**config.mk**
```make
export PLATFORM = sky130hd
export DESIGN_NAME = pulse_period_meter
export DESIGN_NICKNAME = d
export VERILOG_FILES = /design/src/rtl/pulse_period_meter_pkg.sv /design/src/rtl/pulse_period_meter_edge_detect.sv /design/src/rtl/pulse_period_meter.sv
export SDC_FILE = /design/constraint.sdc
export NUM_CORES = 1
export LEC_CHECK = 0
export BUFFER_PORTS_ARGS = -buffer_cell sky130_fd_sc_hd__buf_2
export CAP_MARGIN = 20
export CORE_ASPECT_RATIO = 2
export CORE_MARGIN = 1
export CORE_UTILIZATION = 40
export DETAILED_ROUTE_END_ITERATION = 10
export PLACE_DENSITY_LB_ADDON = 0.2
export SLEW_MARGIN = 20
export SYNTH_ARGS = -nofsm -noshare
export SYNTH_HDL_FRONTEND = slang
export SYNTH_SLANG_ARGS = --single-unit
```
**constraint.sdc**
```tcl
create_clock -name clock -period 2.2 [get_ports clock]
set_input_delay 0.22 -clock clock [delete_from_list [all_inputs] [get_ports clock]]
set_output_delay 0.22 -clock clock [all_outputs]
set_load 0.02 [all_outputs]
```
**src/rtl/pulse_period_meter_pkg.sv**
```systemverilog
// Shared definitions for the pulse period meter: meter state encoding and the
// default counter width, both common with the rate divider.
package pulse_period_meter_pkg;

  // Counter / period width; matches the rate divider load width.
  localparam int unsigned WIDTH_DEFAULT = 28;

  typedef enum logic [1:0] {
    IDLE       = 2'd0,
    WAIT_FIRST = 2'd1,
    MEASURE    = 2'd2
  } state_e;

endpackage : pulse_period_meter_pkg

```
**src/rtl/pulse_period_meter_edge_detect.sv**
```systemverilog
// Rising-edge detector for the tick stream.
// Ports:
//   clk_i    - system clock
//   rst_ni   - asynchronous active-low reset
//   pulse_i  - tick stream, synchronous to clk_i
//   rise_c_o - combinational: pulse_i high now, low on the previous cycle
module pulse_period_meter_edge_detect (
  input  logic clk_i,
  input  logic rst_ni,
  input  logic pulse_i,
  output logic rise_c_o
);

  logic pulse_q;

  // Previous-cycle copy of the pulse, updated in every meter state.
  always_ff @(posedge clk_i or negedge rst_ni) begin
    if (!rst_ni) begin
      pulse_q <= 1'b0;
    end else begin
      pulse_q <= pulse_i;
    end
  end

  assign rise_c_o = pulse_i & ~pulse_q;

endmodule : pulse_period_meter_edge_detect

```
**src/rtl/pulse_period_meter.sv**
```systemverilog
// Measures the clock-cycle spacing between consecutive rising edges of a tick
// stream and presents each period through a valid/ack handshake.
// Ports:
//   clock      - system clock
//   Clear_b    - asynchronous active-low reset
//   Enable     - measurement enable; low forces IDLE and clears the counter
//   pulse      - tick stream, synchronous to clock
//   ack        - consumer acknowledges the current result
//   ClearFlags - synchronous clear of overflow and missed
//   period     - last measured period in clock cycles
//   valid      - period holds an unacknowledged result
//   measuring  - high while in MEASURE
//   overflow   - sticky: counter saturated without an edge
//   missed     - sticky: a result was overwritten before ack
module pulse_period_meter
  import pulse_period_meter_pkg::*;
#(
  parameter int unsigned WIDTH = WIDTH_DEFAULT
) (
  input  logic             clock,
  input  logic             Clear_b,
  input  logic             Enable,
  input  logic             pulse,
  input  logic             ack,
  input  logic             ClearFlags,
  output logic [WIDTH-1:0] period,
  output logic             valid,
  output logic             measuring,
  output logic             overflow,
  output logic             missed
);

  localparam logic [WIDTH-1:0] CNT_MAX = '1;

  state_e           state_q, state_d;
  logic [WIDTH-1:0] cnt_q, cnt_d;
  logic [WIDTH-1:0] period_q, period_d;
  logic             valid_q, valid_d;
  logic             measuring_q, measuring_d;
  logic             overflow_q, overflow_d;
  logic             missed_q, missed_d;
  logic             rise_c;

  pulse_period_meter_edge_detect u_edge (
    .clk_i    (clock),
    .rst_ni   (Clear_b),
    .pulse_i  (pulse),
    .rise_c_o (rise_c)
  );

  // State and result registers.
  always_ff @(posedge clock or negedge Clear_b) begin
    if (!Clear_b) begin
      state_q     <= IDLE;
      cnt_q       <= '0;
      period_q    <= '0;
      valid_q     <= 1'b0;
      measuring_q <= 1'b0;
      overflow_q  <= 1'b0;
      missed_q    <= 1'b0;
    end else begin
      state_q     <= state_d;
      cnt_q       <= cnt_d;
      period_q    <= period_d;
      valid_q     <= valid_d;
      measuring_q <= measuring_d;
      overflow_q  <= overflow_d;
      missed_q    <= missed_d;
    end
  end

  // Next-state, counter, handshake and flag logic. Flag clears are applied
  // before the state case so that a same-cycle set overrides them.
  always_comb begin
    state_d    = state_q;
    cnt_d      = cnt_q;
    period_d   = period_q;
    valid_d    = valid_q;
    overflow_d = overflow_q;
    missed_d   = missed_q;

    if (valid_q && ack) begin
      valid_d = 1'b0;
    end

    if (ClearFlags) begin
      overflow_d = 1'b0;
      missed_d   = 1'b0;
    end

    if (!Enable) begin
      state_d = IDLE;
      cnt_d   = '0;
    end else begin
      case (state_q)
        IDLE: begin
          state_d = WAIT_FIRST;
        end
        WAIT_FIRST: begin
          if (rise_c) begin
            state_d = MEASURE;
            cnt_d   = WIDTH'(1);
          end
        end
        MEASURE: begin
          if (rise_c) begin
            period_d = cnt_q;
            valid_d  = 1'b1;
            cnt_d    = WIDTH'(1);
            // An ack in the same cycle consumes the old result, so no miss.
            if (valid_q && !ack) begin
              missed_d = 1'b1;
            end
          end else if (cnt_q == CNT_MAX) begin
            overflow_d = 1'b1;
            state_d    = WAIT_FIRST;
            cnt_d      = '0;
          end else begin
            cnt_d = cnt_q + WIDTH'(1);
          end
        end
        default: begin
          state_d = IDLE;
          cnt_d   = '0;
        end
      endcase
    end

    measuring_d = (state_d == MEASURE);
  end

  assign period    = period_q;
  assign valid     = valid_q;
  assign measuring = measuring_q;
  assign overflow  = overflow_q;
  assign missed    = missed_q;

endmodule : pulse_period_meter

```
; Word level (Yosys, flattened, before mapping)
; Cells that the tools add are included.
[classes]
n_bitwise = 2
reduce_logical = 6
n_mux = 24
eq_ne = 6
n_addsub = 1
[op_table]
columns = operator, count
row1 = 2-to-1 mux 28 bit, 4
row2 = case mux 28 bit (3 select lines), 1
row3 = "adder 28 x 1 -> 28 bit, second input constant", 1
row4 = "equality test 28 bit, second input constant", 1
row5 = 2-to-1 mux 1 bit, 14
row6 = 2-to-1 mux 2 bit, 4
row7 = case mux 2 bit (3 select lines), 1
row8 = "equality test 2 bit, second input constant", 2
row9 = "!= test 3 bit, second input constant", 1
row10 = AND reduction 3 bit, 1
row11 = "equality test 2 x 1 -> 1 bit, second input constant", 1
row12 = logical AND 1 bit, 2
row13 = zero test 2 bit, 1
row14 = "!= test 2 bit, second input constant", 1
row15 = AND reduction 2 bit, 1
row16 = bitwise AND 1 bit, 1
row17 = zero test 1 bit, 1
row18 = inverter 1 bit, 1
[totals]
ff_bits = 63
output_inout_bits = 32
in_bits = 6
word_cells = 47

; Longest topological paths before layout
; Gate-level depths: netlist of run 1.
[logic_depth]
word_depth = 6
depth_mapped = 9
ltp_nobuf = 7

; By module
; Synthesis of run 1 repeated with hierarchy kept, for this count alone.
[unflattened]
cells_unflattened = 278
area_unflattened_um2 = 3114.2
[by_module_without_submodules]
columns = module, area_each_um2, instances, seq_area_each_um2, cells_each
row1 = pulse_period_meter, 3075.4, 1, 1551.5, 276
row2 = pulse_period_meter_edge_detect, 38.8, 1, 25.0, 2

; Least setup slack after synthesis of run 1
; No wires, ideal clock.
[synth_path]
path_type = reg2reg
start = register cnt_q[0]
end = register cnt_q[0]
stages_incl_launch_ff = 8
arrival_ns = 1.762
setup_slack_ns = 0.351
required_time_ns = 2.113
n_path_buf = 1
setup_ns = 0.087
period_less_slack_ns = 1.849
cell_sequence = dfrtp_1 ha_1 buf_6 nand3_1 nor4_4 and4_4 or4_2 o211ai_1
[synth_via]
elab_chain_len = 5
elab_cells_between_ends = 6
cone_classes = add/sub: 1 / eq/ne: 1 / mux: 4
[synth_lines]
columns = element, line
row1 = "start, declared", pulse_period_meter.sv:36  ; logic [WIDTH-1:0] cnt_q, cnt_d;
row2 = "start signal, assigned", pulse_period_meter.sv:63  ; cnt_q <= cnt_d;
row3 = adder 28 x 1 -> 28 bit or equality test 28 bit (tied branches), "pulse_period_meter.sv:119, pulse_period_meter.sv:114"
row4 = 2-to-1 mux 28 bit (*), pulse_period_meter.sv:114  ; end else if (cnt_q == CNT_MAX) begin
row5 = 2-to-1 mux 28 bit (*), pulse_period_meter.sv:106  ; if (rise_c) begin
row6 = case mux 28 bit (3 select lines) (*), pulse_period_meter.sv:95  ; case (state_q)
row7 = 2-to-1 mux 28 bit (*), pulse_period_meter.sv:91  ; if (!Enable) begin
; Every way passes the cells marked *; elsewhere a longest branch is shown, timed or not.
; A chain may end at the register's enable or synchronous reset.

; Worst setup path in the final report of run 1
[layout_path]
start = register cnt_q[11]
end = register cnt_q[22]
; Same word-level chain as after synthesis.

==> qor.txt, run 1 <==
Inserted Clock Buffers = 9
WP data required = 2.42 ns
die area = 7770 um^2
Die Ht = 124 um
status = completed
Initial Util = 0.410
Most used DFF post-synth = dfrtp_1
most common library cells after synthesis = dfrtp_1 (63), nor2_1 (27), mux2_2 (26), nand2_1 (20), xor2_1 (17)
Post-synth EDFFs = 0
max-slew violation count = 0
Syn Nets = 271
final worst setup slack = 0.284 ns
Hold Crit Class = primary input to register
yosys warns = 0
Reg2Reg Setup Slack = 0.28 ns
CP Class = register to register
initial antenna violation count = 0
Root Buffer = clkbuf_16
Post-Syn Instances = 260
Detailed Place HPWL = 4.75 mm
Lkg Pwr = 1.79 nW
share of post-route cells with drive strength above 1 = 0.305
first-pass GRT wire length = 10.5 mm
RSZ-0062 raised after global routing = false
row cnt = 44
Post-synth ARST share = 1.00
Netlist cell types = 40
htree depth = 3
Tmin final = 1.92 ns
CP arrival = 2.13 ns
clk sink count = 63
Inst Count DP = 390
Final Hold Viols = 0
DR WL/cell = 15.8 um
Tcrit/Tclk final = 0.871
Max IR drop VDD = 0.471 mV
Core Region = 7210 um^2
Synth area leader = dfrtp_1
CTS tree = yes
endpoint class of the critical path = register
vias in the first global route = 2176
routability cong. = 0.813
layout net count = 321
Buffers on Ports = 37
area share of the largest cell type after synthesis = 0.533
Residual DRC = 0
Cell Area, Synth = 2960 um^2
via count = 2157
count leader, synth = dfrtp_1
Final Skew = 0.00575 ns
largest net degree at the start of global routing = 36
clock buffer depth = 2
n_diodes = 0
Area growth syn-to-layout = 22.1%
Max Freq = 0.522 GHz
flops & latches, synth = 63
post_cts resized = 0
slew margin rel. = 0.541
final setup TNS = 0 ns
Tot GR Track Use = 0.188
Final setup viols = 0
register area share after synthesis = 0.533
worst skew pair latency = 0.33 ns
DIE WIDTH = 62.8 um
Area contributors post-synth = dfrtp_1 (53%), mux2_2 (9.9%), xor2_1 (5.0%), nor2_1 (3.4%), nand2_1 (2.5%)
Starting DRT DRC Count = 67
FILL cells = 683
pwr/cell area = 781 nW/um^2
register clock-pin slew on the reported worst setup and hold paths = 0.05 ns
Worst Tran Pin Value = 0.688 ns
Routed Antenna Nets = 0
mean number of vias per cell = 5.30
io pins = 38
Max-Cap Viols = 0
total grt overflow = 0
first drt pass iteration count = 5
startpoint type of the worst setup path = register
post-place setup slack = 0.276 ns
final WL = 6.44 mm
CP Max Fanout = 16
Mapped Avg Cell Area = 11.4 um^2
non-filler cells, final = 407
[per-stage QoR]
stage          cell area [um^2]  hold WS (ns)  power, mW   util
5_1_grt                    3610        0.0268       2.92  0.501
4_1_cts                    3610        0.0149       2.86  0.501
6_report                   3610        0.0253       2.82  0.501
3_3_place_gp               3280         0.308       1.31  0.454
3_5_place_dp               3280         0.308       1.31  0.454
2_1_floorplan              2960       -0.0756       1.27      -
[logic make-up (layout without fill, tap and decap cells)]
logic type               after synthesis  count (layout)  synth area share
flip-flops                            63              63             0.533
buffers and inverters                 19              74            0.0402
multiplexers                          26              26            0.0989
adder cells (fa/ha/maj)                5               5            0.0211
AO/OA/AOI/OAI                         26              26            0.0571
XOR/XNOR                              23              23            0.0681
AND/OR/NAND/NOR                       98              98             0.182
[state kept, by name, indices dropped and copies added, names as in the netlist]
register and cells:
cnt_q 28, measuring 1, missed 1, overflow 1, period 28, state_q 2, u_edge.pulse_q 1, valid 1
[cell usage in the layout, fill, tap and decap left out, drive strengths merged, types with 2 or more instances in the layout]
master	netlist	layout
dfrtp	63	63
buf	5	50
nor2	27	27
mux2	26	26
nand2	20	20
xor2	17	17
nand3	14	14
nand4	13	13
clkbuf	7	13
inv	7	7
xnor2	6	6
o21ai	6	6
a21oi	5	5
ha	5	5
nor4	5	5
nand2b	4	4
and4	4	4
o22ai	3	3
o21a	3	3
and2	2	2
and3	2	2
o211ai	2	2
or3	2	2
nor3	2	2
bufinv	0	2
[worst paths after layout]
kind | start | endpoint | cells past startpoint
max in group asynchronous | Clear_b | period[13]$_DFFE_PN0P_ | 3
hold reg to reg | period[22]$_DFFE_PN0P_ | period[22]$_DFFE_PN0P_ | 2
min in group asynchronous | Clear_b | period[5]$_DFFE_PN0P_ | 2
hold / removal | pulse | u_edge.pulse_q$_DFF_PN0_ | 1
setup reg to reg | cnt_q[11]$_DFFE_PN0P_ | cnt_q[22]$_DFFE_PN0P_ | 6
setup / recovery | cnt_q[11]$_DFFE_PN0P_ | cnt_q[22]$_DFFE_PN0P_ | 6
[where the power goes]
| group | total [mW] | internal, mW | switching, mW | leakage, nW |
|---|---|---|---|---|
| Sequential | 1.17 | 1.17 | 0.00511 | 0.876 |
| Combinational | 0.120 | 0.0352 | 0.0843 | 0.757 |
| Clock | 1.53 | 1.05 | 0.479 | 0.160 |
[worst max-delay path, cell delays in order, from the launching register on]
cell and delay, ns:
dfrtp_1 0.40, nand4_1 0.30, nor4_4 0.35, and4_4 0.30, o21a_1 0.15, buf_4 0.23, nor2_1 0.08
[per-layer routing]
metal	track usage	share of wire
met3	0.0458	0.028
met4	0.122	0.038
met5	0	0
met1	0.194	0.37
met2	0.335	0.56
[repair_timing]
| item | 4_1_cts | 5_1_grt |
|---|---|---|
| setup buffers | 0 | 0 |
| hold endpoints to repair | 28 | 0 |
| hold buffers | 1 | 0 |
[final cells by class]
| cell class | instances | area (um^2) | share of cell area |
|---|---|---|---|
| Multi-Input combinational cell | 178 | 1260 | 0.350 |
| Timing Repair Buffer | 51 | 305 | 0.0845 |
| Tap cell | 92 | 115 | 0.0319 |
| Clock buffer | 13 | 260 | 0.0720 |
| Sequential cell | 63 | 1580 | 0.436 |
| Inverter | 7 | 26.3 | 0.00727 |
| Clock inverter | 3 | 65.1 | 0.0180 |
Note: power is estimated with default switching activity, not from simulation.
==> run 2: changes to the inputs <==
Settings changed: CORE_MARGIN 1 to 4.
Clock period 2.2 ns to 1.6 ns, I/O delays scaled along.
==> qor.txt, run 2 (same netlist as run 1, synthesis figures left out) <==
status = complete, but fails checks
failing checks = negative setup slack
hold depth = 2
final setup TNS = -1.50 ns
reg2reg end = cnt_q[13]$_DFFE_PN0P_
Worst Tran Pin Value = 0.504 ns
startpoint type of the worst setup path = register
clock buffer depth = 2
Max-Cap Viols = 0
Initial Util = 0.410
FF-to-FF Start = state_q[0]$_DFF_PN0_
placed cell area = 3710 um^2
design area = 4360 um^2
Pwr Total = 3.74 mW
n_diodes = 0
CP arrival = 1.90 ns
DIE WIDTH = 68.8 um
post-place setup slack = -0.199 ns
worst r2r path cells = 9
via count = 2399
CP Class = register to register
WHS Endpoint = missed$_DFF_PN0_
clk sink count = 63
Hold Startpoint = ClearFlags
share of post-route cells with drive strength above 1 = 0.532
io pins = 38
Die Ht = 130 um
final worst setup slack = -0.0822 ns
Inserted Clock Buffers = 9
CP Max Fanout = 4
Tot GR Track Use = 0.189
Area growth syn-to-layout = 47.4%
htree depth = 3
Final Skew = 0.00688 ns
routability cong. = 0.874
CTS tree = yes
endpoint class of the critical path = register
Core Region = 7210 um^2
max-slew violation count = 0
Slowest cell on crit path = dfrtp_2
pwr/cell area = 856 nW/um^2
Root Buffer = clkbuf_16
slew margin rel. = 0.664
layout net count = 383
Final setup viols = 28
final WL = 7.47 mm
Max Freq = 0.594 GHz
Starting DRT DRC Count = 114
first drt pass iteration count = 4
Reg2Reg Setup Slack = -0.08 ns
Detailed Place HPWL = 5.35 mm
total grt overflow = 0
Max IR drop VDD = 0.644 mV
Lkg Pwr = 2.16 nW
Buffers on Ports = 37
Final Hold Viols = 0
most used cell, CP = buf_4
Tmin final = 1.68 ns
RSZ-0062 raised after global routing = true
WP data required = 1.82 ns
row cnt = 44
mean number of vias per cell = 5.15
initial antenna violation count = 0
vias in the first global route = 2546
Routed Antenna Nets = 0
Setup crit start = state_q[0]$_DFF_PN0_
die area = 8920 um^2
register clock-pin slew on the reported worst setup and hold paths = 0.05 ns
first-pass GRT wire length = 12.2 mm
commonest non-fill, non-tap cells in the layout = buf_4 (65), dfrtp_1 (60), buf_2 (37)
DR WL/cell = 16.0 um
commonest non-fill, non-tap cell in the layout = buf_4
Hold Crit Class = primary input to register
worst skew pair latency = 0.33 ns
CP Cell Sequence = inv_4 -> ha_4 -> nand2_4 -> o211ai_1 -> buf_4 -> nor4_4 -> buf_4 -> xnor2_2 -> nor2_1
Residual DRC = 0
Post-Route Utilization = 0.605
largest net degree at the start of global routing = 34
Tcrit/Tclk final = 1.05
crit-path max cell delay = 0.44 ns
run 2: cell types whose count changed in the layout (fill, tap and decap cells not counted), moves of 3 or more:
cell and delta:
nor2_2 +4, a21oi_2 +3, dfrtp_1 -3, nor2_1 -6, buf_4 +53, buf_6 +4
a21oi_1 -4, ha_1 -5, buf_12 +3, nand2_1 -4, nand2_2 +3, ha_4 +3
dfrtp_2 +3
run 2: worst max-delay path by stage:
stage,to,slack (ns)
2_1_floorplan,cnt_q[0]$_DFFE_PN0P_,-0.18
3_3_place_gp,cnt_q[24]$_DFFE_PN0P_,-0.12
3_5_place_dp,cnt_q[9]$_DFFE_PN0P_,-0.20
4_1_cts,cnt_q[18]$_DFFE_PN0P_,-0.08
5_1_grt,cnt_q[25]$_DFFE_PN0P_,-0.17
6_report,cnt_q[13]$_DFFE_PN0P_,-0.08
run 2: critical path: cells and delay by family (launching register included):
family | cells | cell delay, ns
fa+ha+maj | 1 | 0.17
xor+xnor | 1 | 0.10
simple gates | 3 | 0.38
buf+inv | 3 | 0.38
compound gates | 1 | 0.08
flops | 1 | 0.44
run 2: where the power goes:
part	switching (mW)	leakage, nW	internal [mW]	total, mW
logic	0.161	1.15	0.133	0.294
clock network	0.612	0.137	1.21	1.83
registers	0.00904	0.872	1.61	1.61
run 2: layout make-up:
class,instances,area (um^2)
Tap cell,92,115
Sequential cell,63,1580
Clock inverter,2,35.0
Inverter,7,28.8
Multi-Input combinational cell,178,1510
Timing Repair Buffer,113,846
Clock buffer,11,243
Fill cell,613,2850
run 2: what timing repair did:
| action | 4_1_cts | 5_1_grt |
|---|---|---|
| setup endpoints to repair | 58 | 56 |
| pin swaps | 16 | 8 |
| gates cloned | 1 | 0 |
| buffers inserted | 5 | 4 |
| hold endpoints to repair | 21 | 0 |
| resized for setup | 36 | 23 |
| hold buffers | 2 | 0 |
run 2: routing by layer:
layer | part of all wire | track usage | vias up
li1 | - | - | 1129
met1 | 0.35 | 0.195 | 1186
met2 | 0.56 | 0.321 | 57
met3 | 0.032 | 0.0434 | 27
met4 | 0.051 | 0.137 | 0
met5 | 0 | 0 | -
run 2: stage by stage:
stage	hold slack [ns]	std cells
finish	0.0393	466
global route	0.0366	466
CTS	0.0193	462
detailed placement	0.164	441
global placement	0.160	441
floorplan	-0.136	260
==> run 3: changes to the inputs <==
Clock period 1.6 ns to 1.8 ns, I/O delays scaled along.
==> qor.txt, run 3 (same netlist as run 1, synthesis figures left out) <==
status = completed
DR WL/cell = 16.0 um
commonest non-fill, non-tap cell in the layout = dfrtp_1
io pins = 38
share of post-route cells with drive strength above 1 = 0.405
Initial Util = 0.410
Area growth syn-to-layout = 32.1%
max-slew violation count = 0
Starting DRT DRC Count = 97
Lkg Pwr = 1.98 nW
die area = 8920 um^2
post-place setup slack = -0.0114 ns
slew margin rel. = 0.738
Core Region = 7210 um^2
CP Max Fanout = 4
clock buffer depth = 2
Tcrit/Tclk final = 0.971
Final Skew = 0.00515 ns
routability cong. = 0.845
register clock-pin slew on the reported worst setup and hold paths = 0.05 ns
endpoint class of the critical path = register
final WL = 7.05 mm
RSZ-0062 raised after global routing = true
Final Hold Viols = 0
htree depth = 3
largest net degree at the start of global routing = 33
Max-Cap Viols = 0
Buffers on Ports = 37
commonest non-fill, non-tap cells in the layout = dfrtp_1 (63), buf_4 (41), buf_2 (37)
Residual DRC = 0
total grt overflow = 0
n_diodes = 0
final setup TNS = 0 ns
mean number of vias per cell = 5.17
Hold Crit Class = primary input to register
Routed Antenna Nets = 0
Max Freq = 0.572 GHz
DIE WIDTH = 68.8 um
row cnt = 44
Final setup viols = 0
clk sink count = 63
worst skew pair latency = 0.33 ns
WP data required = 2.05 ns
Worst Tran Pin Value = 0.390 ns
final worst setup slack = 0.0531 ns
first drt pass iteration count = 4
CP Class = register to register
Max IR drop VDD = 0.609 mV
first-pass GRT wire length = 11.5 mm
Die Ht = 130 um
CTS tree = yes
pwr/cell area = 824 nW/um^2
Tot GR Track Use = 0.178
Detailed Place HPWL = 5.12 mm
layout net count = 355
via count = 2274
register area = 1580 um^2
CP arrival = 2.00 ns
Tmin final = 1.75 ns
vias in the first global route = 2374
startpoint type of the worst setup path = register
Inserted Clock Buffers = 9
FILL cells = 648
Root Buffer = clkbuf_16
initial antenna violation count = 0
area of the multi-input gates = 1340 um^2
## run 3: cell types whose count changed in the layout (fill, tap and decap cells not counted), moves of 3 or more
| cell | previous run | this run |
|---|---|---|
| buf_12 | 4 | 1 |
| ha_1 | 0 | 3 |
| nor2_2 | 4 | 0 |
| nand2_1 | 16 | 19 |
| dfrtp_2 | 3 | 0 |
| buf_4 | 65 | 41 |
| nor2_1 | 21 | 27 |
| dfrtp_1 | 60 | 63 |
| a21oi_1 | 1 | 4 |
| ha_4 | 3 | 0 |
## run 3: metal layers
| layer | global-route usage | routed length (um) | vias up |
|---|---|---|---|
| li1 | - | - | 1073 |
| met1 | 0.184 | 2600 | 1141 |
| met2 | 0.321 | 3980 | 43 |
| met3 | 0.0477 | 225 | 17 |
| met4 | 0.0805 | 240 | 0 |
| met5 | 0 | 0 | - |
## run 3: area by class of cell
type | instances | share of cell area
clock buffer | 15 | 0.0711
inverter | 7 | 0.00672
multi-input combinational | 178 | 0.342
sequential | 63 | 0.403
tap | 92 | 0.0294
timing repair buffer | 85 | 0.148
## run 3: critical path, cell delays in order, from the launching register on
cell and delay [ns]:
dfrtp_1 0.40, inv_1 0.08, ha_1 0.25, nand2_2 0.11
o211a_1 0.20, nand3_1 0.11, or3_1 0.35, a21oi_2 0.16
## run 3: where the power goes
group | switching [mW] | internal [mW] | total [mW]
clock | 0.572 | 1.04 | 1.61
combinational | 0.111 | 0.0700 | 0.181
sequential | 0.00608 | 1.43 | 1.43
## run 3: worst paths after layout
kind                                              from                      to  slack (ns)  cells after the start
max in group asynchronous                      Clear_b  period[17]$_DFFE_PN0P_        0.95                      3
worst max register to register    state_q[0]$_DFF_PN0_   cnt_q[25]$_DFFE_PN0P_        0.05                      7
worst min register to register  period[21]$_DFFE_PN0P_  period[21]$_DFFE_PN0P_        0.48                      2
worst max-delay path              state_q[0]$_DFF_PN0_   cnt_q[25]$_DFFE_PN0P_        0.05                      7
min in group asynchronous                      Clear_b   period[0]$_DFFE_PN0P_        0.26                      2
worst min-delay path                        ClearFlags        missed$_DFF_PN0_        0.06                      2
## run 3: per-stage QoR
stage               power (mW)  cells  utilization  hold WS [ns]  instance area [um^2]
finish                    3.22    440        0.542        0.0612                  3910
global route              3.33    440        0.542        0.0524                  3910
CTS                       3.24    433        0.525        0.0584                  3780
detailed placement        1.62    416        0.482        0.0801                  3480
global placement          1.62    416        0.482        0.0786                  3480
floorplan                 1.55    260            -        -0.116                  2970
## run 3: repair_timing
item	in CTS	in global routing
setup buffers	0	7
endpoints found under the setup margin	1	27
hold buffers	2	0
resized for setup	1	17
hold endpoints to repair	11	0
pin swaps	0	9
